File: src/rtl/vme_request_sync.sv
// vme_request_sync
// Front end of the VME master path on the k30p CPU card. Brings the
// asynchronous 68030 strobes and VME termination strobes into the clock
// domain, decodes the CPU address into the A16/A24/A40 VME windows, raises
// the active-low request qualifiers for the arbiter and transfer FSM, and
// watches for a VME cycle that is never terminated.
//
// Handshake: there is no valid/ready pair here. A cycle is "offered" while
// cpu_as_sync is 0; it is "accepted" on the edge the FSM leaves IDLE, and
// it is retired on the edge cpu_as_sync returns to 1. Every request, window
// flag and timeout_berr is a registered output that changes only on those
// edges, so downstream logic never sees a combinational glitch.

module vme_request_sync #(
   parameter int          SYNC_STAGES    = 2,
   parameter logic [15:0] A16_PREFIX     = 16'hFFFF,
   parameter logic [7:0]  A24_PREFIX     = 8'hFE,
   parameter logic [7:0]  A40_PREFIX     = 8'hFD,
   parameter int          TIMEOUT_CYCLES = 1024
) (
   input  logic        clock,
   input  logic        reset,
   input  logic        cpu_as,
   input  logic        cpu_ds,
   input  logic [15:0] cpu_address,
   input  logic        vme_dtack,
   input  logic        vme_berr,
   input  logic        bus_acquired,
   output logic        cpu_as_sync,
   output logic        cpu_ds_sync,
   output logic        vme_dtack_sync,
   output logic        vme_berr_sync,
   output logic        bus_acquired_sync,
   output logic        request_vme,
   output logic        request_vme_sync,
   output logic        request_vme_a16,
   output logic        request_vme_a24,
   output logic        request_vme_a40,
   output logic        timeout_berr,
   output logic [2:0]  dbg_state
);

   // Counter must hold TIMEOUT_CYCLES itself so it can saturate without wrap.
   localparam int            CW       = $clog2(TIMEOUT_CYCLES + 1);
   localparam logic [CW-1:0] CNT_TERM = CW'(TIMEOUT_CYCLES - 1);
   localparam logic [CW-1:0] CNT_SAT  = {CW{1'b1}};
   localparam logic [CW-1:0] CNT_ONE  = CW'(1);

   typedef enum logic [2:0] {
      S_IDLE    = 3'd0,
      S_IGNORE  = 3'd1,
      S_ACTIVE  = 3'd2,
      S_DONE    = 3'd3,
      S_TIMEOUT = 3'd4
   } state_t;

   // ------------------------------------------------------------------
   // Input synchronisers: one shift register per asynchronous strobe.
   // Bit 0 is the metastability-catching stage; the top bit is the output.
   // ------------------------------------------------------------------
   logic [SYNC_STAGES-1:0] r_as_pipe;
   logic [SYNC_STAGES-1:0] r_ds_pipe;
   logic [SYNC_STAGES-1:0] r_dtack_pipe;
   logic [SYNC_STAGES-1:0] r_berr_pipe;
   logic [SYNC_STAGES-1:0] r_acq_pipe;

   // Shift every strobe one stage per clock; reset parks them all inactive.
   always_ff @(posedge clock) begin
      if (reset) begin
         r_as_pipe    <= '1;
         r_ds_pipe    <= '1;
         r_dtack_pipe <= '1;
         r_berr_pipe  <= '1;
         r_acq_pipe   <= '1;
      end else begin
         r_as_pipe    <= {r_as_pipe[SYNC_STAGES-2:0],    cpu_as};
         r_ds_pipe    <= {r_ds_pipe[SYNC_STAGES-2:0],    cpu_ds};
         r_dtack_pipe <= {r_dtack_pipe[SYNC_STAGES-2:0], vme_dtack};
         r_berr_pipe  <= {r_berr_pipe[SYNC_STAGES-2:0],  vme_berr};
         r_acq_pipe   <= {r_acq_pipe[SYNC_STAGES-2:0],   bus_acquired};
      end
   end

   logic w_as_sync;
   logic w_dtack_sync;
   logic w_berr_sync;

   assign w_as_sync    = r_as_pipe[SYNC_STAGES-1];
   assign w_dtack_sync = r_dtack_pipe[SYNC_STAGES-1];
   assign w_berr_sync  = r_berr_pipe[SYNC_STAGES-1];

   assign cpu_as_sync       = r_as_pipe[SYNC_STAGES-1];
   assign cpu_ds_sync       = r_ds_pipe[SYNC_STAGES-1];
   assign vme_dtack_sync    = r_dtack_pipe[SYNC_STAGES-1];
   assign vme_berr_sync     = r_berr_pipe[SYNC_STAGES-1];
   assign bus_acquired_sync = r_acq_pipe[SYNC_STAGES-1];

   // ------------------------------------------------------------------
   // Address capture. The CPU holds the address stable while AS is low,
   // and AS needs SYNC_STAGES clocks to reach the FSM, so one register
   // stage is enough for the decode to see a settled value.
   // ------------------------------------------------------------------
   logic [15:0] r_addr;

   // Register the raw CPU address every clock for the window decode.
   always_ff @(posedge clock) begin
      if (reset) begin
         r_addr <= '0;
      end else begin
         r_addr <= cpu_address;
      end
   end

   // Window decode, priority A16 > A24 > A40, so at most one hit is set.
   logic w_hit_a16;
   logic w_hit_a24;
   logic w_hit_a40;
   logic w_hit_any;

   assign w_hit_a16 = (r_addr == A16_PREFIX);
   assign w_hit_a24 = (r_addr[15:8] == A24_PREFIX) && !w_hit_a16;
   assign w_hit_a40 = (r_addr[15:8] == A40_PREFIX) && !w_hit_a16 && !w_hit_a24;
   assign w_hit_any = w_hit_a16 || w_hit_a24 || w_hit_a40;

   // ------------------------------------------------------------------
   // Request FSM with watchdog counter. All outputs are registered and
   // updated alongside the state so they switch on the transition edge.
   // ------------------------------------------------------------------
   state_t        r_state;
   logic [CW-1:0] r_count;
   logic          r_req;
   logic          r_req_sync;
   logic          r_a16;
   logic          r_a24;
   logic          r_a40;
   logic          r_tberr;

   // Sequence one CPU strobe through decode, VME request and termination.
   always_ff @(posedge clock) begin
      if (reset) begin
         r_state    <= S_IDLE;
         r_count    <= '0;
         r_req      <= 1'b1;
         r_req_sync <= 1'b1;
         r_a16      <= 1'b1;
         r_a24      <= 1'b1;
         r_a40      <= 1'b1;
         r_tberr    <= 1'b1;
      end else begin
         case (r_state)
            S_IDLE: begin
               // Window flags are only loaded here, so they hold for the
               // whole cycle even if cpu_address moves afterwards.
               if (!w_as_sync) begin
                  if (w_hit_any) begin
                     r_state    <= S_ACTIVE;
                     r_count    <= '0;
                     r_req      <= 1'b0;
                     r_req_sync <= 1'b0;
                     r_a16      <= !w_hit_a16;
                     r_a24      <= !w_hit_a24;
                     r_a40      <= !w_hit_a40;
                     r_tberr    <= 1'b1;
                  end else begin
                     r_state <= S_IGNORE;
                  end
               end
            end

            S_IGNORE: begin
               // Cycle is for on-board logic; just wait for the strobe to end.
               if (w_as_sync) begin
                  r_state <= S_IDLE;
               end
            end

            S_ACTIVE: begin
               if (w_as_sync) begin
                  // CPU abandoned the cycle: release everything at once.
                  r_state    <= S_IDLE;
                  r_req      <= 1'b1;
                  r_req_sync <= 1'b1;
                  r_a16      <= 1'b1;
                  r_a24      <= 1'b1;
                  r_a40      <= 1'b1;
                  r_tberr    <= 1'b1;
               end else begin
                  if (r_count != CNT_SAT) begin
                     r_count <= r_count + CNT_ONE;
                  end
                  // A slave termination wins over a watchdog expiry that
                  // lands on the same edge.
                  if (!w_dtack_sync || !w_berr_sync) begin
                     r_state <= S_DONE;
                  end else if (r_count == CNT_TERM) begin
                     r_state <= S_TIMEOUT;
                     r_tberr <= 1'b0;
                  end
               end
            end

            S_DONE, S_TIMEOUT: begin
               // Hold request (and timeout_berr in TIMEOUT) until AS rises.
               if (w_as_sync) begin
                  r_state    <= S_IDLE;
                  r_req      <= 1'b1;
                  r_req_sync <= 1'b1;
                  r_a16      <= 1'b1;
                  r_a24      <= 1'b1;
                  r_a40      <= 1'b1;
                  r_tberr    <= 1'b1;
               end
            end

            default: begin
               r_state    <= S_IDLE;
               r_req      <= 1'b1;
               r_req_sync <= 1'b1;
               r_a16      <= 1'b1;
               r_a24      <= 1'b1;
               r_a40      <= 1'b1;
               r_tberr    <= 1'b1;
            end
         endcase
      end
   end

   assign request_vme      = r_req;
   assign request_vme_sync = r_req_sync;
   assign request_vme_a16  = r_a16;
   assign request_vme_a24  = r_a24;
   assign request_vme_a40  = r_a40;
   assign timeout_berr     = r_tberr;
   assign dbg_state        = r_state;

endmodule

File: config.mk
export PLATFORM = sky130hd
export DESIGN_NAME = vme_request_sync
export DESIGN_NICKNAME = d
export VERILOG_FILES = /design/src/rtl/vme_request_sync.sv
export SDC_FILE = /design/constraint.sdc
export NUM_CORES = 1
export LEC_CHECK = 0
export BUFFER_PORTS_ARGS = -buffer_cell sky130_fd_sc_hd__buf_4
export CAP_MARGIN = 20
export CORE_MARGIN = 3
export CORE_UTILIZATION = 37
export CTS_BUF_LIST = sky130_fd_sc_hd__clkbuf_16
export DETAILED_ROUTE_END_ITERATION = 6
export GPL_TIMING_DRIVEN = 0
export PLACE_DENSITY = 0.57
export RECOVER_POWER = 25
export SLEW_MARGIN = 40
export SYNTH_ARGS = -nofsm -noshare
export SYNTH_HDL_FRONTEND = slang
export SYNTH_SLANG_ARGS = --single-unit
File: constraint.sdc
create_clock -name clock -period 2.69 [get_ports clock]
set_clock_uncertainty 0.1 [all_clocks]
set_input_delay 0.1345 -clock clock [delete_from_list [all_inputs] [get_ports clock]]
set_output_delay 0.1345 -clock clock [all_outputs]
set_load 0.03 [all_outputs]
==> metrics.yaml, run 1 <==
sta:
  drv_slew: 0
  setup_violations: 0
  min_period_ps: 1972
  fin_hold_ws_ps: 307.8
  max_freq_mhz: 507.1
  rsz0062_at_grt: "false"
  slew_headroom_pct: 56.65
  hold_violations: 0
  fin_crit_sh_pct: 73.31
  tns_ps: 0
  tightest_slew_ps: 646.7
min_path:
  holdPathStages: 1
  hp-class: "register to register"
place:
  portBuffers: 36
  dp_hpwl_um: 2788
  place.gp.congestion: 0.8246
final_layout:
  drive_above_1_share_pct: 21.93
  fin_util_pct: 53.06
  syn_to_final_growth_pct: 35.44
  final_cell_mix: "45 x dfxtp_1, 26 x buf_4, 21 x dlygate4sd3_1"
  antenna_cells: 0
  nets: 292
  final_common_cell: "dfxtp_1"
floorplanning:
  io_pins: 37
  die_w_um: 77.65
  fp.dieArea_mm2: 0.006029
  rows: 25
  die_y_um: 77.65
  initial_core_util_pct: 39.17
  coreArea_mm2: 0.004848
grt:
  grt_first_pass_wirelength_um: 7017
  grt_use_total_pct: 14.87
  antenna_found_initial: 0
  grt_start_max_net_pins: 16
  grt_pass1_vias: 1565
  overflow: 0
route:
  drc_errors: 0
  postRouteAntennaNets: 0
  wl_um: 4163
  firstDrtPassIters: 4
  wire_per_inst_um: 12.39
  drt_first_iter_violations: 40
  vias: 1659
  vias_per_cell: 4.938
synth:
  synth-seq-cells: 45
  yosysSeqAreaShare_pct: 47.43
  synthTopCellsByArea: "dfxtp_1 47%, nor2b_1 5.9%, a31oi_1 4.0%"
  ys_types: 48
  ys_warn_count: 0
  syn_nets: 228
  synth_edf_count: 0
  synth_area_mm2: 0.001899
  synth_cells: 204
  synthArstFlopShare_pct: 0
  synth_top_flop_cell: "dfxtp_1"
  synth.largest_area_cell: "dfxtp_1"
  synth.top_cell.area_share_pct: 47.43
  avgSynthCellArea_um2: 9.310
critical_path:
  critPathSlowestCell: "a2bb2oi_2"
  crit_buf_inv: 0
  critPathMaxFanout: 10
  cp.depth: 6
  crit_arrival_ps: 2020
  r2r_cells: 6
  critical_path_class: "register to register"
  max_stage_delay_ps: 440
  end_kind: "register"
  required_ps: 2740
  startpoint_type: "register"
  crit_top_cell: "a31oi_1"
  worst_path_dominant_cell_family: "compound AO/OA/AOI/OAI gates"
  cp_cell_sequence: "ha_1, nand4_1, nor3_2, a31oi_1, a2bb2oi_2, a31oi_1"
pwr:
  power_density_mw_per_mm2: 554.9
  ir_drop_uv: 336.6
  total_power_w: 0.001427
  leakage_nw: 0.9573
clock_network:
  cts_htree_levels: 2
  clkTransAtPathRegs_ps: 60
  worstSkewPairLatency_ps: 290
  cts-resized-gates: 0
  cts.sinks: 45
  cts_tree: "yes"
  root_buffer: "clkbuf_16"
  clockBufferDepth: 2
  cts_buffers: 5
flow_run:
  drv_cap: 0
status:
  status: "finished clean"
## cells by family (layout without fill, tap and decap cells)
group	after synthesis	in the layout	synth area share (%)
DFF	45	45	47.43
AOI/OAI and AO/OA	44	44	16.73
and+or+nand+nor	95	95	28.79
adders and majority gates	1	1	0.6587
muxes	5	5	2.635
xor gates and xnor gates	1	1	0.4612
buffers and inverters	13	78	3.294
## routing by layer
metal	vias to the layer above	share of wire [%]	track usage [%]	wire length, µm
li1	858	-	-	-
met5	-	0	0	0
met2	43	48	24.57	2018
met4	0	2.0	8.363	85
met1	749	45	17.39	1880
met3	9	4.3	3.828	179
## cells in the mapped netlist (5+ instances only)
cell      instances
a21oi_1           6
a31oi_1          12
clkbuf_1          6
dfxtp_1          45
mux2i_1           5
nand2_1          15
nand2b_1          5
nand4_1           5
nor2_1           16
nor2b_1          18
or2_2            10
## power breakdown
group | switching (W) | internal [W] | total, W | leakage, nW
Sequential | 0.0000127 | 0.000690 | 0.000702 | 0.370
Clock | 0.000258 | 0.000346 | 0.000604 | 0.0718
Combinational | 0.0000508 | 0.0000701 | 0.000121 | 0.516
Total | 0.000322 | 0.00111 | 0.00143 | 0.957
## layout make-up
class	instances	area, µm²
Clock buffer	5	125.1
Clock inverter	3	21.27
Fill cell	451	2276
Buffer	10	51.30
Timing Repair Buffer	57	442.9
Inverter	3	11.26
Multi-Input combinational cell	146	935.9
Sequential cell	45	900.9
Tap cell	67	83.83
## worst register-to-register path: cells and delay by family (launching register included)
kind,cells,cell delay (ps)
AO/OA/AOI/OAI,3,850
adder cells (fa/ha/maj),1,250
flip-flops,1,350
AND/OR/NAND/NOR,2,290
## worst paths after layout
check	from	end	slack [ps]
worst min-delay path	r_berr_pipe[0]$_SDFF_PP1_	r_berr_pipe[1]$_SDFF_PP1_	310
worst min register to register	r_berr_pipe[0]$_SDFF_PP1_	r_berr_pipe[1]$_SDFF_PP1_	310
worst max register to register	r_count[0]$_SDFFE_PP0P_	r_count[9]$_SDFFE_PP0P_	720
worst max-delay path	r_count[0]$_SDFFE_PP0P_	r_count[9]$_SDFFE_PP0P_	720
## what timing repair did
| action | in CTS | in global routing |
|---|---|---|
| hold endpoints to repair | 21 | 0 |
| buffers inserted | 0 | 0 |
| hold buffers | 21 | 0 |
## registers in the layout (all words and copies together), names as in the netlist, 2 cells and up
name,cells
r_berr_pipe,2
r_count,11
r_as_pipe,2
dbg_state,3
r_addr,16
r_acq_pipe,2
r_ds_pipe,2
r_dtack_pipe,2
## stage by stage
stage | setup WS [ps] | area (µm²) | instances
finish | 718.0 | 2572 | 336
floorplan | 917.8 | 1899 | 204
detailed placement | 707.4 | 2253 | 307
CTS | 695.7 | 2610 | 336
global route | 547.3 | 2572 | 336
global placement | 708.5 | 2253 | 307
Note: power is estimated with default switching activity, not from simulation.
==> inputs of run 2 (changes only) <==
Settings changed: ABC_AREA set to 1, PLACE_DENSITY 0.57 to 0.59.
Clock period 2.69 ns to 1.8 ns, I/O delays scaled along.
==> run 2 against run 1 <==
- flip-flop and latch count did not move
- largest power group unchanged
- routed wire length up 14%
- highest routed layer unchanged
- first-iteration DRC count up 120%
- utilization grew 1.2 points
- sequential power increased by 67%
- cell area rose by 11%
==> metrics.yaml, run 2 <==
status:
  status: "finished clean"
grt:
  grt_start_max_net_pins: 14
  grt_pass1_vias: 1905
  antenna_found_initial: 0
  grt_first_pass_wirelength_um: 8100
  overflow: 0
  grt_use_total_pct: 15.86
place:
  place.gp.congestion: 0.8150
  portBuffers: 35
  place_ws_ps: -52.27
  dp_cells: 389
  dp_hpwl_um: 3194
sta:
  drv_slew: 0
  setup_violations: 0
  max_freq_mhz: 581.6
  hold_violations: 0
  min_period_ps: 1719
  slew_headroom_pct: 66.34
  tns_ps: 0
  fin_crit_sh_pct: 95.53
  tightest_slew_ps: 504.9
  fin_hold_ws_ps: 308.1
  layout_setup_ws_ps: 80.50
synth:
  synth_top_flop_cell: "dfxtp_1"
  synth_cells: 284
  synth.top_cell.area_share_pct: 43.53
  synthArstFlopShare_pct: 0
  synth_common_cells: "63 x nand2_1, 46 x inv_1, 45 x dfxtp_1"
  synthTopCellsByArea: "dfxtp_1 44%, nand2_1 11%, inv_1 8.3%"
  syn_nets: 308
  avgSynthCellArea_um2: 7.287
  synth_edf_count: 0
  synth_area_mm2: 0.002069
  synth.largest_area_cell: "dfxtp_1"
  synth-seq-cells: 45
  ys_types: 29
  yosysSeqAreaShare_pct: 43.53
  yosysMostFrequentCell: "nand2_1"
  ys_warn_count: 0
critical_path:
  critPathMaxFanout: 10
  r2r_cells: 9
  worst_path_dominant_cell_family: "buffers and inverters"
  crit_buf_inv: 3
  critical_path_class: "input port to register"
  crit_arrival_ps: 1780
  end_kind: "register"
  cp_cell_sequence: "dlygate4sd3_1, clkbuf_1, or2_2, dlygate4sd3_1"
  startpoint_type: "input port"
  critPathSlowestCell: "dlygate4sd3_1"
  required_ps: 1860
  crit_top_cell: "dlygate4sd3_1"
  cp.depth: 4
  max_stage_delay_ps: 570
route:
  postRouteAntennaNets: 0
  drt_first_iter_violations: 89
  wire_per_inst_um: 11.09
  vias_per_cell: 4.574
  vias: 1953
  wl_um: 4735
  drc_errors: 0
  firstDrtPassIters: 4
final_layout:
  regMostFlops: "r_addr"
  multi_input_area_um2: 969.7
  seqCellArea_um2: 905.9
  drive_above_1_share_pct: 21.57
  nets: 381
  final_common_cell: "nand2_1"
  largest_reg_flops: 16
  antenna_cells: 0
  final_cell_mix: "60 x nand2_1, 46 x inv_1, 41 x dfxtp_1"
  syn_to_final_growth_pct: 38.15
  fill_cells: 529
  fin_cells: 427
pwr:
  ir_drop_uv: 643.5
  leakage_nw: 1.319
  total_power_w: 0.002991
  power_density_mw_per_mm2: 1046
floorplanning:
  initial_core_util_pct: 39.27
  coreArea_mm2: 0.005270
  rows: 26
  io_pins: 37
  die_y_um: 80.79
  fp.dieArea_mm2: 0.006526
  die_w_um: 80.79
min_path:
  hp-class: "register to register"
  holdPathStages: 1
flow_run:
  drv_cap: 0
clock_network:
  clkTransAtPathRegs_ps: 60
  cts_buffers: 5
  cts_tree: "yes"
  cts_htree_levels: 2
  clockBufferDepth: 2
  root_buffer: "clkbuf_16"
  cts.sinks: 45
  worstSkewPairLatency_ps: 280
[run 2: cell types whose count changed after synthesis, sizes merged, moves of 4 or more]
cell	before	now
nand2	16	65
inv	3	47
nor2	16	39
nand3	4	22
nor2b	18	0
a31oi	12	0
nand4	5	16
a21oi	8	15
mux2i	5	0
nand2b	5	0
or3	4	0
[run 2: path summary, 6_finish.rpt]
check	end	slack (ps)	start
worst max-delay path	r_acq_pipe[0]$_SDFF_PP1_	80	reset
worst min-delay path	r_berr_pipe[1]$_SDFF_PP1_	310	r_berr_pipe[0]$_SDFF_PP1_
worst min register to register	r_berr_pipe[1]$_SDFF_PP1_	310	r_berr_pipe[0]$_SDFF_PP1_
worst max register to register	r_count[4]$_SDFFE_PP0P_	120	r_count[4]$_SDFFE_PP0P_
[run 2: per-layer routing]
layer	GRT usage [%]	wire length [µm]	vias to the layer above
li1	-	-	1034
met4	4.730	55	0
met2	28.81	2377	39
met3	4.767	222	6
met1	17.81	2079	874
met5	0	0	-
[run 2: layout make-up]
type / instances / area share [%]
clock inverters: 2 / 0.3939
plain buffers: 7 / 1.969
repair buffers: 66 / 18.29
inverters: 48 / 6.302
multi-input cells: 184 / 33.92
well taps: 70 / 3.063
clock buffers: 5 / 4.376
flip-flops and latches: 45 / 31.68
[run 2: stage by stage]
step,utilization (%),cell area [µm²]
2_1_floorplan,-,2069
3_3_place_gp,45.92,2420
3_5_place_dp,45.92,2420
4_1_cts,53.87,2839
5_1_grt,54.25,2859
6_report,54.25,2859
[run 2: power breakdown]
part | internal [W] | leakage [nW] | switching, W
logic | 0.000372 | 0.883 | 0.000610
registers | 0.00110 | 0.373 | 0.0000688
clock network | 0.000501 | 0.0633 | 0.000341
total | 0.00197 | 1.32 | 0.00102
[run 2: cells by family (layout without fill, tap and decap cells)]
logic type / Yosys count / in the layout / synth area share (%)
and+or+nand+nor: 161 / 161 / 37.73
buffers and inverters: 55 / 128 / 12.39
DFF: 45 / 45 / 43.53
AOI/OAI and AO/OA: 22 / 22 / 5.744
adders and majority gates: 1 / 1 / 0.6045
[run 2: what timing repair did]
action / CTS / global route
hold buffers: 23 / 0
cloned: 0 / 0
endpoints found under the setup margin: 10 / 17
pin swaps: 3 / 4
endpoints found under the hold margin: 26 / 0
setup buffers: 5 / 3
gates resized for setup: 4 / 12
==> inputs of run 3 (changes only) <==
Settings changed: CTS_BUF_LIST sky130_fd_sc_hd__clkbuf_16 to sky130_fd_sc_hd__clkbuf_2.
==> run 3 against run 2 <==
- global-route usage is 0.33 points higher
- non-clock buffer count is 10 higher
- worst hold slack better by 3.3 ps
- worst setup slack better by 46 ps
- highest routed layer unchanged
==> metrics.yaml, run 3 (synthesis results as in run 2) <==
route:
  drc_errors: 0
  wl_um: 4688
  firstDrtPassIters: 6
  postRouteAntennaNets: 0
  wire_per_inst_um: 10.73
  vias_per_cell: 4.497
  drt_first_iter_violations: 89
  vias: 1965
pwr:
  power_frac_seq_pct: 44.2
  power.internal_w: 0.001652
  power_density_mw_per_mm2: 903.7
  pwr-share-comb_pct: 41.0
  switching_share_pct: 37.53
  switchingPower_w: 0.0009926
  pwr-share-clk_pct: 14.8
  ir_drop_uv: 589.4
  leakage_nw: 1.378
critical_path:
  end_kind: "register"
  max_stage_delay_ps: 460
  r2r_cells: 9
  startpoint_type: "register"
  critical_path_class: "register to register"
  cp.depth: 9
  crit_buf_inv: 1
  critPathSlowestCell: "dfxtp_1"
  crit_arrival_ps: 1910
  required_ps: 2040
  critPathMaxFanout: 6
  cp_cell_sequence: "nand2_1, nor2_2, nand2_2, nor3_4, nand2_4, nand3_4, clkbuf_16, o21bai_4, nor2_1"
  worst_path_dominant_cell_family: "simple AND/OR/NAND/NOR gates"
clock_network:
  clockBufferDepth: 2
  root_buffer: "clkbuf_2"
  cts_tree: "yes"
  clkTransAtPathRegs_ps: 220
  worstSkewPairLatency_ps: 390
  cts.sinks: 45
  cts_htree_levels: 2
  cts_buffers: 5
grt:
  overflow: 0
  grt_first_pass_wirelength_um: 8266
  antenna_found_initial: 0
  grt_use_total_pct: 16.19
  grt_start_max_net_pins: 14
  grt_pass1_vias: 1951
place:
  dp_hpwl_um: 3194
  place_ws_ps: -52.27
  dp_cells: 389
  portBuffers: 35
  place.gp.congestion: 0.8150
sta:
  fin_hold_ws_ps: 311.4
  rsz0062_at_grt: "false"
  tns_ps: 0
  hold_violations: 0
  drv_slew: 0
  min_period_ps: 1673
  layout_setup_ws_ps: 126.6
  fin_crit_sh_pct: 92.97
  max_freq_mhz: 597.6
  slew_headroom_pct: 66.31
  tightest_slew_ps: 505.3
  setup_violations: 0
floorplanning:
  fp.dieArea_mm2: 0.006526
  rows: 26
  coreArea_mm2: 0.005270
  die_w_um: 80.79
  die_y_um: 80.79
  io_pins: 37
  initial_core_util_pct: 39.27
min_path:
  hp-class: "input port to register"
  holdPathStages: 3
final_layout:
  antenna_cells: 0
  syn_to_final_growth_pct: 41.41
  final_common_cell: "nand2_1"
  nets: 391
  fin_cells: 437
  drive_above_1_share_pct: 26.43
  final_cell_mix: "59 x nand2_1, 47 x buf_4, 46 x inv_1"
  regMostFlops: "r_addr"
  largest_reg_flops: 16
status:
  status: "finished clean"
flow_run:
  drv_cap: 0
-- run 3: cell types whose count changed in the layout (fill, tap and decap cells not counted), moves of 2 or more --
cell,delta
buf_4,+11
clkbuf_1,-9
clkbuf_16,-4
clkbuf_2,+5
dfxtp_1,-3
dfxtp_2,+2
dlygate4sd3_1,+6
-- run 3: layout make-up --
class,count,area (µm²)
fillers,513,2344
multi-input cells,184,983.4
flip-flops and latches,45,912.1
repair buffers,76,660.6
inverters,48,180.2
well taps,70,87.58
plain buffers,7,66.31
clock buffers,5,25.02
clock inverters,2,11.26
-- run 3: final timing paths --
kind                                           startpoint                          to  slack (ps)
worst min register to register  r_berr_pipe[0]$_SDFF_PP1_   r_berr_pipe[1]$_SDFF_PP1_         340
worst min-delay path                            vme_dtack  r_dtack_pipe[0]$_SDFF_PP1_         310
worst max register to register    r_count[4]$_SDFFE_PP0P_     r_count[6]$_SDFFE_PP0P_         130
worst max-delay path              r_count[4]$_SDFFE_PP0P_     r_count[6]$_SDFFE_PP0P_         130
-- run 3: through the flow --
| step | cell area [µm²] | total power [W] | util, % |
|---|---|---|---|
| 2_1_floorplan | 2069 | 0.001821 | - |
| 3_3_place_gp | 2420 | 0.002087 | 45.92 |
| 3_5_place_dp | 2420 | 0.002095 | 45.92 |
| 4_1_cts | 2814 | 0.002548 | 53.40 |
| 5_1_grt | 2927 | 0.002832 | 55.53 |
| 6_report | 2927 | 0.002645 | 55.53 |
-- run 3: metal layers --
metal	GRT usage [%]	wire length [µm]	vias up
li1	-	-	1055
met1	18.16	2108	872
met2	29.55	2334	36
met3	4.767	226	2
met4	4.730	19	0
met5	0	0	-
-- run 3: worst register-to-register path, delay by kind of cell, from the launching register on --
| kind | cells | cell delay [ps] |
|---|---|---|
| simple gates | 7 | 850 |
| compound gates | 1 | 50 |
| buf+inv | 1 | 160 |
| flops | 1 | 460 |
-- run 3: power groups by stage --
stage | logic, W | clock network (W) | registers (W)
finish | 0.00108 | 0.000390 | 0.00117
global route | 0.00120 | 0.000448 | 0.00119
detailed placement | 0.000907 | 0 | 0.00119
floorplan | 0.000520 | 0 | 0.00130
global placement | 0.000902 | 0 | 0.00119
CTS | 0.000968 | 0.000411 | 0.00117
-- run 3: what timing repair did --
item | 4_1_cts | 5_1_grt
gates cloned | 0 | 1
hold endpoints to repair | 31 | 0
endpoints found under the setup margin | 10 | 19
resized for setup | 4 | 19
pin swaps | 2 | 7
setup buffers | 7 | 4
hold buffers | 29 | 0
